**config.mk**
```make
export PLATFORM = sky130hd
export DESIGN_NAME = seq_mult_acc_flat
export DESIGN_NICKNAME = d
export VERILOG_FILES = /design/src/rtl/seq_mult_pkg.sv /design/src/rtl/seq_mult_acc_if.sv /design/src/rtl/seq_mult_ctrl.sv /design/src/rtl/seq_mult_acc.sv /design/src/flat_wrapper.sv
export SDC_FILE = /design/constraint.sdc
export NUM_CORES = 1
export LEC_CHECK = 0
export BUFFER_PORTS_ARGS = -buffer_cell sky130_fd_sc_hd__buf_2
export CAP_MARGIN = 20
export CORE_ASPECT_RATIO = 0.5
export CORE_UTILIZATION = 59
export DETAILED_ROUTE_END_ITERATION = 8
export PLACE_DENSITY = 0.8
export SLEW_MARGIN = 20
export SYNTH_ARGS = -nofsm -noshare
export SYNTH_HDL_FRONTEND = slang
export SYNTH_SLANG_ARGS = --single-unit
```
**constraint.sdc**
```tcl
create_clock -name clock -period 4.8 [get_ports clock]
set_input_delay 1.44 -clock clock [delete_from_list [all_inputs] [get_ports clock]]
set_output_delay 1.44 -clock clock [all_outputs]
set_load 0.01 [all_outputs]
```
**src/rtl/seq_mult_pkg.sv**
```systemverilog
// Shared types for the iterative multiply-accumulate block.
// Latency: n/a (types and constant helpers only).
// Backpressure: n/a.
package seq_mult_pkg;

   typedef enum logic [1:0] {
      IDLE = 2'd0,
      RUN  = 2'd1,
      FIX  = 2'd2
   } state_t;

   // Accumulator width: full product plus guard bits.
   function automatic int acc_width(input int width, input int ext);
      return 2 * width + ext;
   endfunction

endpackage

```
**src/rtl/seq_mult_acc_if.sv**
```systemverilog
// Operand / control / result bundle between input logic and the multiplier.
// Latency: n/a (wiring only).
// Backpressure: none; start is dropped while busy, so the driver watches busy.
interface seq_mult_acc_if #(
   parameter int WIDTH   = 8,
   parameter int ACC_EXT = 4
);
   import seq_mult_pkg::*;

   localparam int AW = acc_width(WIDTH, ACC_EXT);

   logic [WIDTH-1:0]   data_in;
   logic               load_a;
   logic               load_b;
   logic               start;
   logic               signed_mode;
   logic               accumulate;
   logic               clear_acc;
   logic               busy;
   logic               done;
   logic [2*WIDTH-1:0] product;
   logic [AW-1:0]      acc;
   logic               overflow;

   modport master (
      output data_in, load_a, load_b, start, signed_mode, accumulate, clear_acc,
      input  busy, done, product, acc, overflow
   );

   modport slave (
      input  data_in, load_a, load_b, start, signed_mode, accumulate, clear_acc,
      output busy, done, product, acc, overflow
   );

endinterface

```
**src/rtl/seq_mult_ctrl.sv**
```systemverilog
// Sequencer for the shift-add multiplier: IDLE -> RUN (WIDTH steps) -> FIX -> IDLE.
// Latency: start accepted at edge 0, finish strobe during the cycle before edge WIDTH+1, done registered after it.
// Backpressure: start only accepted in IDLE; otherwise dropped, never queued.
// Ports: clock/resetn; start in; busy, done, launch (start accepted), step (one iteration), finish (FIX cycle) out.
module seq_mult_ctrl
   import seq_mult_pkg::*;
#(
   parameter int WIDTH = 8
) (
   input  logic clock,
   input  logic resetn,
   input  logic start,
   output logic busy,
   output logic done,
   output logic launch,
   output logic step,
   output logic finish
);

   localparam int CW = $clog2(WIDTH + 1);

   state_t         state_q, state_d;
   logic [CW-1:0]  cnt_q, cnt_d;
   logic           done_q;

   always_ff @(posedge clock or negedge resetn) begin
      if (!resetn) begin
         state_q <= IDLE;
         cnt_q   <= '0;
         done_q  <= 1'b0;
      end else begin
         state_q <= state_d;
         cnt_q   <= cnt_d;
         done_q  <= finish;
      end
   end

   always_comb begin
      state_d = state_q;
      cnt_d   = cnt_q;
      launch  = 1'b0;
      step    = 1'b0;
      finish  = 1'b0;
      case (state_q)
         IDLE: begin
            if (start) begin
               launch  = 1'b1;
               cnt_d   = '0;
               state_d = RUN;
            end
         end
         RUN: begin
            step  = 1'b1;
            cnt_d = cnt_q + CW'(1);
            if (cnt_q == CW'(WIDTH - 1)) begin
               state_d = FIX;
            end
         end
         FIX: begin
            finish  = 1'b1;
            state_d = IDLE;
         end
         default: state_d = IDLE;
      endcase
   end

   assign busy = (state_q != IDLE);
   assign done = done_q;

endmodule

```
**src/rtl/seq_mult_acc.sv**
```systemverilog
// Iterative shift-add multiplier with optional signed mode and guarded, sticky-overflow accumulator.
// Latency: WIDTH+2 edges from accepted start to the done pulse; one product per WIDTH+2 cycles.
// Backpressure: loads and start are ignored while busy; the driver must hold or retry.
// Ports: clock, resetn (async active-low); bus (slave) carries data_in, load_a/b, start, signed_mode,
//        accumulate, clear_acc in and busy, done, product, acc, overflow out.
module seq_mult_acc
   import seq_mult_pkg::*;
#(
   parameter int WIDTH   = 8,
   parameter int ACC_EXT = 4
) (
   input  logic          clock,
   input  logic          resetn,
   seq_mult_acc_if.slave bus
);

   localparam int PW = 2 * WIDTH;
   localparam int AW = acc_width(WIDTH, ACC_EXT);

   logic              busy, done, launch, step, finish;
   logic [WIDTH-1:0]  a_q, b_q, mcand_q, hi_q, lo_q;
   logic              neg_q, sgn_q, accm_q;
   logic [PW-1:0]     product_q;
   logic [AW-1:0]     acc_q;
   logic              ovf_q;

   seq_mult_ctrl #(.WIDTH(WIDTH)) u_ctrl (
      .clock  (clock),
      .resetn (resetn),
      .start  (bus.start),
      .busy   (busy),
      .done   (done),
      .launch (launch),
      .step   (step),
      .finish (finish)
   );

   // Magnitudes for the iteration. The most-negative value negates to itself,
   // which read unsigned is exactly its magnitude 2^(WIDTH-1).
   logic [WIDTH-1:0] mag_a, mag_b;
   assign mag_a = (bus.signed_mode && a_q[WIDTH-1]) ? (~a_q + WIDTH'(1)) : a_q;
   assign mag_b = (bus.signed_mode && b_q[WIDTH-1]) ? (~b_q + WIDTH'(1)) : b_q;

   // One iteration: conditionally add multiplicand into the upper half, then
   // shift {carry, hi, lo} right; the multiplier drains out of lo as product bits fill it.
   logic [WIDTH:0] add_sum;
   assign add_sum = {1'b0, hi_q} + {1'b0, (lo_q[0] ? mcand_q : '0)};

   logic [PW-1:0] prod_mag, prod_fix;
   assign prod_mag = {hi_q, lo_q};
   assign prod_fix = neg_q ? (~prod_mag + PW'(1)) : prod_mag;

   logic [AW-1:0] prod_ext;
   logic [AW:0]   acc_sum;
   logic          ovf_add;
   assign prod_ext = sgn_q ? {{ACC_EXT{prod_fix[PW-1]}}, prod_fix} : {{ACC_EXT{1'b0}}, prod_fix};
   assign acc_sum  = {1'b0, acc_q} + {1'b0, prod_ext};
   // Signed overflow: like-signed operands producing an opposite-signed sum.
   assign ovf_add  = sgn_q ? ((acc_q[AW-1] == prod_ext[AW-1]) && (acc_sum[AW-1] != acc_q[AW-1]))
                           : acc_sum[AW];

   always_ff @(posedge clock or negedge resetn) begin
      if (!resetn) begin
         a_q       <= '0;
         b_q       <= '0;
         mcand_q   <= '0;
         hi_q      <= '0;
         lo_q      <= '0;
         neg_q     <= 1'b0;
         sgn_q     <= 1'b0;
         accm_q    <= 1'b0;
         product_q <= '0;
         acc_q     <= '0;
         ovf_q     <= 1'b0;
      end else begin
         if (!busy) begin
            if (bus.load_a) a_q <= bus.data_in;
            if (bus.load_b) b_q <= bus.data_in;
         end
         // launch reads a_q/b_q before any coincident load lands.
         if (launch) begin
            mcand_q <= mag_a;
            hi_q    <= '0;
            lo_q    <= mag_b;
            neg_q   <= bus.signed_mode & (a_q[WIDTH-1] ^ b_q[WIDTH-1]);
            sgn_q   <= bus.signed_mode;
            accm_q  <= bus.accumulate;
         end
         if (step) begin
            hi_q <= add_sum[WIDTH:1];
            lo_q <= {add_sum[0], lo_q[WIDTH-1:1]};
         end
         if (finish) begin
            product_q <= prod_fix;
         end
         // Clear takes priority over a coincident accumulate.
         if (bus.clear_acc) begin
            acc_q <= '0;
            ovf_q <= 1'b0;
         end else if (finish && accm_q) begin
            acc_q <= acc_sum[AW-1:0];
            ovf_q <= ovf_q | ovf_add;
         end
      end
   end

   assign bus.busy     = busy;
   assign bus.done     = done;
   assign bus.product  = product_q;
   assign bus.acc      = acc_q;
   assign bus.overflow = ovf_q;

endmodule

```
**src/flat_wrapper.sv**
```systemverilog
// flat-port wrapper written by rule: the top's interface ports become plain ports
module seq_mult_acc_flat import seq_mult_pkg::*;
#(
   parameter int WIDTH   = 8,
   parameter int ACC_EXT = 4
)
  (clock, resetn, bus_data_in, bus_load_a, bus_load_b, bus_start, bus_signed_mode, bus_accumulate, bus_clear_acc, bus_busy, bus_done, bus_product, bus_acc, bus_overflow);
  seq_mult_acc_if #(.WIDTH(WIDTH), .ACC_EXT(ACC_EXT)) bus_i ();
  input  logic clock;
  input  logic resetn;
  input wire logic [$bits(bus_i.data_in)-1:0] bus_data_in;
  input wire logic [$bits(bus_i.load_a)-1:0] bus_load_a;
  input wire logic [$bits(bus_i.load_b)-1:0] bus_load_b;
  input wire logic [$bits(bus_i.start)-1:0] bus_start;
  input wire logic [$bits(bus_i.signed_mode)-1:0] bus_signed_mode;
  input wire logic [$bits(bus_i.accumulate)-1:0] bus_accumulate;
  input wire logic [$bits(bus_i.clear_acc)-1:0] bus_clear_acc;
  output wire logic [$bits(bus_i.busy)-1:0] bus_busy;
  output wire logic [$bits(bus_i.done)-1:0] bus_done;
  output wire logic [$bits(bus_i.product)-1:0] bus_product;
  output wire logic [$bits(bus_i.acc)-1:0] bus_acc;
  output wire logic [$bits(bus_i.overflow)-1:0] bus_overflow;
  assign bus_i.data_in = bus_data_in;
  assign bus_i.load_a = bus_load_a;
  assign bus_i.load_b = bus_load_b;
  assign bus_i.start = bus_start;
  assign bus_i.signed_mode = bus_signed_mode;
  assign bus_i.accumulate = bus_accumulate;
  assign bus_i.clear_acc = bus_clear_acc;
  assign bus_busy = bus_i.busy;
  assign bus_done = bus_i.done;
  assign bus_product = bus_i.product;
  assign bus_acc = bus_i.acc;
  assign bus_overflow = bus_i.overflow;
  seq_mult_acc #(.WIDTH(WIDTH), .ACC_EXT(ACC_EXT)) u_core (.clock(clock), .resetn(resetn), .bus(bus_i));
endmodule
```
# ---- After elaboration in Yosys (flattened, before gate mapping)
# Cells that the tools add are included.
dict set report classes {
  addsub 6
  eq_ne 7
  muxes 23
  bitwise 7
  n_reduce_logical 13
}
# operator n
set ops {}
lappend ops {{$mux W20} 3}
lappend ops {{$mux W8} 7}
lappend ops {{$add A20 B20 Y21} 1}
lappend ops {{$add A16 B1 Y16 const B} 1}
lappend ops {{$add A8 B1 Y8 const B} 2}
lappend ops {{$mux W16} 1}
lappend ops {{$not A16 Y16} 1}
lappend ops {{$not A8 Y8} 2}
lappend ops {{$add A8 B8 Y9} 1}
lappend ops {{$pmux W4 S2} 1}
lappend ops {{$reduce_and A2 Y1} 4}
lappend ops {{$reduce_bool A2 Y1} 4}
lappend ops {{$mux W1} 7}
lappend ops {{$add A4 B1 Y4 const B} 1}
lappend ops {{$eq A4 B3 Y1 const B} 1}
lappend ops {{$logic_and A1 B1 Y1} 4}
lappend ops {{$mux W2} 2}
lappend ops {{$mux W4} 1}
lappend ops {{$ne A2 B2 Y1 const B} 2}
lappend ops {{$pmux W2 S2} 1}
lappend ops {{$eq A2 B1 Y1 const B} 1}
lappend ops {{$eq A2 B2 Y1 const B} 1}
lappend ops {{$logic_not A2 Y1} 1}
lappend ops {{$and A1 B1 Y1} 1}
lappend ops {{5 further kinds} 5}
dict set report word_totals {
  ff_bits 87
  in_bits 16
  output_inout_bits 39
  elab_cells 70
}

# ---- Depth between registers and ports, before layout
# Gate-level depths: netlist of the first run.
dict set report depth {
  depth_word 11
  depth_mapped 17
  mapped_depth_nobuf 16
}

# ---- Modules after synthesis
# From an unflattened synthesis of the first run, not the netlist that was laid out.
dict set report hier_totals {
  hier_cells 563
  hier_area_um2 5277.6
}
# mod n_inst cells_each area_each_um2 seq_area_each_um2
set by_module_without_submodules {}
lappend by_module_without_submodules {seq_mult_acc 1 534 4952.2 2001.9}
lappend by_module_without_submodules {seq_mult_ctrl 1 29 325.3 175.2}

# ---- Least setup slack after synthesis of the first run
# Ideal clock, no wire load.
dict set report synth_path {
  kind {register -> register}
  startpoint {register u_core.lo_q[0]}
  endpoint {register u_core.ovf_q, in the netlist u_core.bus.overflow}
  setup_ns 0.120
  arrival_time_ns 3.728
  t_required_ns 4.680
  path_slack_ns 0.952
  path_stages_with_launch 17
  path_buffers 1
  period_less_slack_ns 3.848
  path_cell_list {dfrtp_1 clkbuf_1 inv_1 ha_1 nand2b_1 or4_1 or2_1 o31ai_1 xnor2_1 ha_1 and2_1 a221oi_1 a21oi_1 a2111oi_2 o31ai_1 a31o_2 o211a_1}
}
dict set report synth_via {
  elab_chain_cells 11
  word_cells_on_any_way 12
  classes_between {2 x add/sub; 2 x eq/ne; 5 x mux; 2 x bitwise; 1 x reduce/logical}
}
# element line
set synth_lines {}
lappend synth_lines {{start, declared} seq_mult_acc.sv:21} ;# logic [WIDTH-1:0] a_q, b_q, mcand_q, hi_q, lo_q;
lappend synth_lines {{start signal, assigned} seq_mult_acc.sv:84} ;# lo_q <= mag_b;
lappend synth_lines {{start signal, assigned} seq_mult_acc.sv:91} ;# lo_q <= {add_sum[0], lo_q[WIDTH-1:1]};
lappend synth_lines {{$not A16 Y16 (*)} seq_mult_acc.sv:51} ;# assign prod_fix = neg_q ? (~prod_mag + PW'(1)) : prod_mag;
lappend synth_lines {{$add A16 B1 Y16 (*)} seq_mult_acc.sv:51}
lappend synth_lines {{$mux W16 (*)} seq_mult_acc.sv:51}
lappend synth_lines {{$mux W20 (*)} seq_mult_acc.sv:56} ;# assign prod_ext = sgn_q ? {{ACC_EXT{prod_fix[PW-1]}}, prod_fix} : {{ACC_EXT{1'b0}}, prod_fix};
lappend synth_lines {{named net u_core.prod_ext[12]} seq_mult_acc.sv:53} ;# logic [AW-1:0] prod_ext;
lappend synth_lines {{$add A20 B20 Y21 (*)} seq_mult_acc.sv:57} ;# assign acc_sum = {1'b0, acc_q} + {1'b0, prod_ext};
lappend synth_lines {{$ne A1 B1 Y1} seq_mult_acc.sv:59} ;# assign ovf_add = sgn_q ? ((acc_q[AW-1] == prod_ext[AW-1]) && (acc_sum[AW-1] != acc_q[AW-1]))
lappend synth_lines {{$logic_and A1 B1 Y1} seq_mult_acc.sv:59}
lappend synth_lines {{$mux W1 (*)} seq_mult_acc.sv:59}
lappend synth_lines {{$or A1 B1 Y1 (*)} seq_mult_acc.sv:102} ;# ovf_q <= ovf_q | ovf_add;
lappend synth_lines {{$mux W1 (*)} seq_mult_acc.sv:100} ;# end else if (finish && accm_q) begin
lappend synth_lines {{$mux W1 (*)} seq_mult_acc.sv:97} ;# if (bus.clear_acc) begin
lappend synth_lines {{end signal, assigned} seq_mult_acc.sv:102}
lappend synth_lines {{end, declared} seq_mult_acc.sv:25} ;# logic ovf_q;
# Mark *: on every way through the listed nets, which the timed path passes. The rest lies on a longest branch. The select of a mux whose other input is x is not followed.
# A chain may end at the register's enable or synchronous reset.

# ---- Worst setup path in the final report of the first run
# Ends and elaborated chain as after synthesis.

==> results.ini, run 1 <==
[status]
run_status=finished clean

[cells_and_area]
post_route_cells_drive_above_1_share_pct=15.2
fillerInstances=674
finalNonFillerCells=732
multi_input_combinational_cell_area_um2=2840
flow.area_growth_from_synthesis_pct=12.4
antenna_cells=0
final_nets=662
regArea_um2=2180
fin_util_pct=70.5
final_design_area_no_fill_um2=5830

[synthesis]
synth.top_cells.by_area=dfrtp_1 (42%), nand2_1 (7.7%), ha_1 (7.0%), xnor2_1 (4.9%), o21ai_0 (4.1%)
syn_area_um2=5190
synth_xor_area_share_pct=7.09
synth_flop_cell=dfrtp_1
seq_area_frac_synth_pct=42.0
synth-edff-count=0
post_synth.cell_area_avg_um2=9.07
dominant_combinational_cell_family_by_area_after_synthesis=simple AND/OR/NAND/NOR gates
yosysWarnings=0
synth.cells.most_frequent=nand2_1 (107), dfrtp_1 (87), o21ai_0 (42), nor2_1 (36), a21oi_1 (32)
synth_largest_type_area_fraction_pct=42.0
synth_fa_ha_area_share_pct=7.77
postSynthCellCount=572
synthSimpleGateAreaFrac_pct=19.9
synth.area.mux_share_pct=3.98
synthesized_area_fraction_occupied_by_ao_oa_aoi_and_oai_cells_pct=16.1
synth.most_common_cell=nand2_1
ys_ff_latch=87
yosys.area.top_type=dfrtp_1
ys_async_sr_fraction_pct=100
synth.lib_cells_used.distinct=57
synth.net_count=619

[floorplanning]
floorplan.die.height_um=68.3
die_area_um2=9190
floorplan.initialDensity_pct=62.8
floorplan.die.width_um=135
floorplan.rows=23
design.core.area_um2=8260
ios=55

[global_route]
overflow=0
grt_antenna_before_repair=0
grt.total_usage_pct=27.0
largest_net_degree_at_the_start_of_global_routing=88
first_global_vias=3863
wire_length_of_the_first_global_routing_pass_um=18600

[sta]
fmax_mhz=237
final-hold-violation-count=0
report.final.slew_viol_count=0
fin_worst_skew_ns=0.00798
worst-slew-pin-transition_ns=1.02
report.final.setup_viol=0
fin_tns_setup_ns=0
time_the_final_worst_path_needs_with_i_o_delays_and_setup_ns=4.22
rsz0062_at_grt=false
finalCritPeriodShare_pct=87.9
max_slew_margin_pct=31.5

[drt]
antenna_violating_nets_left=0
drt_first_iter_violations=332
drt_pass1_iterations=5
route.vias.total=4228
routed_wl_um=11300
routedWlPerCell_um=15.5
post_drt_via_cell_ratio=5.78
dr_drc_count=0

[clock_network]
cts-resized-gates=0
post_cts.repair.setup_buffers=0
cts_sinks=87
clock_path_buffers=2
clk_root_buffer_cell=clkbuf_16
cts_hold_buf=0
clock_latency_ns=0.35
cts_made_buffers=9
cts_tree=done
h-tree-depth=3
clk_transition_reported_paths_ns=0.07

[worst_setup_path]
path_max_fanout=13
crit_arrival_ns=4.46
required_ns=5.04
critical_path.startpoint_type=flop
type_of_the_worst_setup_path=reg -> reg
crit_path_end_kind=flop

[placement]
dpl-instance-area_um2=5520
dp_hpwl_um=7970
gp_congestion=0.826
dp.cells=716
placement.io_buffers=54

[power]
peakVddDrop_v=0.000337
power_density_nw_per_um2=592
leakage_power_nw=2.80

[min_path]
hold_path_class=reg -> reg

[run]
max_cap_viol_count=0

-- final timing paths --
path	cells past startpoint	to	start	slack, ns
worst max-delay path	15	u_core.bus.overflow$_DFFE_PN0P_	u_core.lo_q[0]$_DFFE_PN0P_	0.58
worst min-delay path	2	u_core.bus.product[4]$_DFFE_PN0P_	u_core.bus.product[4]$_DFFE_PN0P_	0.47
worst max register to register	15	u_core.bus.overflow$_DFFE_PN0P_	u_core.lo_q[0]$_DFFE_PN0P_	0.58
worst min register to register	2	u_core.bus.product[4]$_DFFE_PN0P_	u_core.bus.product[4]$_DFFE_PN0P_	0.47
max in group asynchronous	1	u_core.bus.product[14]$_DFFE_PN0P_	resetn	3.11
min in group asynchronous	1	u_core.b_q[0]$_DFFE_PN0P_	resetn	1.12
-- critical path, cell delays in order, from the launching register on --
cell	delay (ns)
dfrtp_1	0.50
inv_1	0.13
ha_1	0.16
nand2b_1	0.06
or4_1	0.42
or2_1	0.27
o31ai_1	0.25
xnor2_1	0.19
ha_1	0.30
and2_1	0.18
a221oi_1	0.42
a21oi_1	0.18
a2111oi_2	0.47
o31ai_1	0.12
a31o_2	0.22
o211a_1	0.21
-- routing by layer --
metal / up-vias / GRT usage (%) / share of wire (%)
li1: 2084 / - / -
met1: 1975 / 36.3 / 49
met2: 150 / 44.2 / 43
met3: 19 / 6.22 / 6.8
met4: 0 / 8.15 / 1.2
met5: - / 0 / 0
-- layout make-up --
| class | count | area share [%] |
|---|---|---|
| Timing Repair Buffer | 55 | 4.87 |
| Tap cell | 112 | 2.40 |
| Sequential cell | 87 | 37.4 |
| Inverter | 21 | 1.35 |
| Clock inverter | 7 | 1.33 |
| Clock buffer | 9 | 3.87 |
| Multi-Input combinational cell | 441 | 48.8 |
-- logic make-up after synthesis --
| logic type | Yosys count |
|---|---|
| XOR/XNOR | 42 |
| AO/OA/AOI/OAI | 131 |
| adder cells (fa/ha/maj) | 31 |
| flip-flops | 87 |
| buffers and inverters | 44 |
| AND/OR/NAND/NOR | 218 |
| multiplexers | 19 |
-- placed cells by master, fill, tap and decap left out, types with 3 or more instances in the layout --
| cell | instances |
|---|---|
| a211oi_1 | 6 |
| a21o_1 | 5 |
| a21oi_1 | 32 |
| a22oi_1 | 6 |
| a31oi_1 | 5 |
| and2_1 | 14 |
| buf_2 | 53 |
| clkbuf_16 | 9 |
| dfrtp_1 | 87 |
| ha_1 | 29 |
| inv_1 | 20 |
| inv_6 | 3 |
| mux2_2 | 11 |
| mux2i_1 | 6 |
| nand2_1 | 107 |
| nand2b_1 | 5 |
| nand3_1 | 17 |
| nand3b_1 | 3 |
| nand4_1 | 3 |
| nor2_1 | 36 |
| nor2b_1 | 7 |
| nor3_1 | 6 |
| nor4_1 | 3 |
| o211ai_1 | 3 |
| o21ai_0 | 42 |
| o21bai_1 | 4 |
| o31ai_1 | 9 |
| or3_1 | 6 |
| xnor2_1 | 29 |
| xor2_1 | 13 |
-- flip-flops by register name (all words and copies together) (netlist names), 2 cells and up --
| name | count |
|---|---|
| u_core.bus.acc | 20 |
| u_core.b_q | 8 |
| u_core.lo_q | 8 |
| u_core.u_ctrl.cnt_q | 4 |
| u_core.mcand_q | 8 |
| u_core.bus.product | 16 |
| u_core.hi_q | 8 |
| u_core.a_q | 8 |
| u_core.u_ctrl.state_q | 2 |
-- per-stage QoR --
stage | total power, mW | hold WS [ns] | setup WS, ns
2_1_floorplan | 2.34 | 0.438 | 0.952
3_3_place_gp | 2.66 | 0.454 | 0.807
3_5_place_dp | 2.71 | 0.466 | 0.683
4_1_cts | 3.45 | 0.477 | 0.609
5_1_grt | 3.71 | 0.494 | 0.160
6_report | 3.45 | 0.474 | 0.583
-- power by group --
part	leakage (nW)	switching (mW)	internal, mW
Clock	0.147	0.313	0.409
Sequential	1.11	0.285	0.980
Combinational	1.54	0.819	0.641
Total	2.80	1.42	2.03
Note: power is estimated with default switching activity, not from simulation.
==> inputs of run 2 (changes only) <==
Settings changed: RECOVER_POWER from default to 25.
==> results.ini, run 2 (same netlist as run 1, synthesis figures left out) <==
[run]
max_cap_viol_count=1  ; was 0

[clock_network]
cts_made_buffers=9  ; unchanged
cts-resized-gates=0  ; unchanged
h-tree-depth=3  ; unchanged
post_cts.repair.setup_buffers=0  ; unchanged
cts_sinks=87  ; unchanged
clock_latency_ns=0.35  ; about the same
clock_path_buffers=2  ; unchanged
clk_transition_reported_paths_ns=0.07  ; about the same
cts_hold_buf=0  ; unchanged
cts_tree=done  ; unchanged
clk_root_buffer_cell=clkbuf_16  ; unchanged

[drt]
drt_first_iter_violations=332  ; unchanged
route.layer.met1.wl_um=5530  ; about the same
highest_layer=met4  ; unchanged
route.vias.total=4231  ; was 4228
dr_drc_count=0  ; unchanged
wl_met2_um=4880  ; was 4890 um
routedWlPerCell_um=15.5  ; about the same
post_drt_via_cell_ratio=5.78  ; about the same
routed_wl_um=11300  ; about the same
detailroute.wirelength.met3_um=774  ; was 769 um
drt_pass1_iterations=5  ; unchanged
antenna_violating_nets_left=0  ; unchanged

[power]
peakVddDrop_v=0.000337  ; about the same
leakage_power_nw=2.79  ; was 2.80 nW
power_density_nw_per_um2=592  ; about the same

[cells_and_area]
antenna_cells=0  ; unchanged
layout.cells.most_common=nand2_1  ; unchanged
flow.area_growth_from_synthesis_pct=12.2  ; was 12.4%
fillerInstances=675  ; was 674
mostFrequentLayoutCells=nand2_1 (107), dfrtp_1 (87), buf_2 (53), o21ai_0 (42), nor2_1 (36)  ; unchanged
largest_register_ffs=20  ; unchanged
post_route_cells_drive_above_1_share_pct=15.0  ; was 15.2%
final_nets=662  ; unchanged

[global_route]
grt_antenna_before_repair=0  ; unchanged
overflow=0  ; unchanged
wire_length_of_the_first_global_routing_pass_um=18600  ; unchanged
largest_net_degree_at_the_start_of_global_routing=88  ; unchanged
grt.total_usage_pct=27.0  ; unchanged
first_global_vias=3863  ; unchanged

[sta]
rsz0062_at_grt=false  ; unchanged
report.final.slew_viol_count=88  ; was 0
fin_tns_setup_ns=0  ; unchanged
finalCritPeriodShare_pct=87.9  ; about the same
fmax_mhz=237  ; about the same
time_the_final_worst_path_needs_with_i_o_delays_and_setup_ns=4.22  ; about the same
fin_worst_skew_ns=0.00796  ; was 0.00798 ns
final-hold-violation-count=0  ; unchanged
report.final.setup_viol=0  ; unchanged
worst-slew-pin-transition_ns=2.14  ; was 1.02 ns
timing.hold.ws_ns=0.474  ; about the same
max_slew_margin_pct=-42.6  ; was 31.5%

[status]
failed_checks=max-capacitance violations, max-slew violations
run_status=finished, violations left  ; was finished clean

[worst_setup_path]
path_max_fanout=13  ; unchanged
crit_path_end_kind=flop  ; unchanged
cp_cell_sequence=inv_1 -> ha_1 -> nand2b_1 -> or4_1 -> or2_1 -> o31ai_1 -> xnor2_1 -> ha_1 -> and2_1 -> a221oi_1 -> a21oi_1 -> a2111oi_2 -> o31ai_1 -> a31o_2 -> o211a_1  ; unchanged
setup.worst_path.start=u_core.lo_q[0]$_DFFE_PN0P_  ; unchanged
type_of_the_worst_setup_path=reg -> reg  ; unchanged
crit-reg2reg-launch=u_core.lo_q[0]$_DFFE_PN0P_  ; unchanged
worst_path_max_delay_cell=dfrtp_1  ; unchanged
crit_path_max_incr_delay_ns=0.51  ; was 0.50 ns
crit_arrival_ns=4.46  ; about the same
required_ns=5.04  ; about the same
critical_path.startpoint_type=flop  ; unchanged

[min_path]
hold_path_class=reg -> reg  ; unchanged
worst_hold_startpoint=u_core.bus.product[4]$_DFFE_PN0P_  ; unchanged

[floorplanning]
ios=55  ; unchanged
die_area_um2=9190  ; unchanged
floorplan.initialDensity_pct=62.8  ; unchanged
floorplan.die.width_um=135  ; unchanged
design.core.area_um2=8260  ; unchanged
floorplan.die.height_um=68.3  ; unchanged
floorplan.rows=23  ; unchanged

[placement]
dp_hpwl_um=7970  ; unchanged
placement.io_buffers=54  ; unchanged
gp_congestion=0.826  ; unchanged

==> run 2: cell count changes in the layout (fill, tap and decap cells not counted), sizes merged <==
cell    delta
clkbuf     +2
buf        -2
==> run 2: through the flow <==
| stage | util [%] | std cells | worst slack [ns] | cell area (um^2) | power, mW |
|---|---|---|---|---|---|
| after floorplan | - | 572 | 0.952 | 5190 | 2.34 |
| after global placement | 66.8 | 716 | 0.807 | 5520 | 2.66 |
| after detailed placement | 66.8 | 716 | 0.683 | 5520 | 2.71 |
| after CTS | 70.5 | 732 | 0.609 | 5820 | 3.45 |
| after global routing | 70.4 | 732 | 0.160 | 5820 | 3.71 |
| final | 70.4 | 732 | 0.580 | 5820 | 3.44 |
==> run 2: cell type report <==
type / instances / area, um^2 / area share [%]
Sequential cell: 87 / 2180 / 37.4
Timing Repair Buffer: 55 / 274 / 4.71
Multi-Input combinational cell: 441 / 2840 / 48.9
Tap cell: 112 / 140 / 2.41
Clock buffer: 9 / 225 / 3.87
Inverter: 21 / 78.8 / 1.36
Clock inverter: 7 / 77.6 / 1.33
==> run 2: worst paths after layout <==
kind	end	slack, ns	cells past startpoint
max	u_core.bus.overflow$_DFFE_PN0P_	0.58	15
min	u_core.bus.product[4]$_DFFE_PN0P_	0.47	2
max reg2reg	u_core.bus.overflow$_DFFE_PN0P_	0.58	15
min reg2reg	u_core.bus.product[4]$_DFFE_PN0P_	0.47	2
max in group asynchronous	u_core.bus.product[14]$_DFFE_PN0P_	1.83	1
min in group asynchronous	u_core.b_q[0]$_DFFE_PN0P_	1.68	1
==> run 2: critical path: cells and delay by family (launching register included) <==
| kind | cells | cell delay, ns |
|---|---|---|
| and+or+nand+nor | 4 | 0.93 |
| DFF | 1 | 0.51 |
| adders and majority gates | 2 | 0.46 |
| buffers and inverters | 1 | 0.13 |
| xor gates and xnor gates | 1 | 0.19 |
| AOI/OAI and AO/OA | 7 | 1.87 |
==> run 2: report_power, final <==
part | internal [mW] | switching (mW)
Combinational | 0.639 | 0.818
Clock | 0.409 | 0.313
Sequential | 0.980 | 0.285
==> run 2: layer usage <==
layer | global-route usage (%) | up-vias
met2 | 44.2 | 151
met1 | 36.3 | 1974
met5 | 0 | -
met4 | 8.15 | 0
met3 | 6.22 | 19
li1 | - | 2087
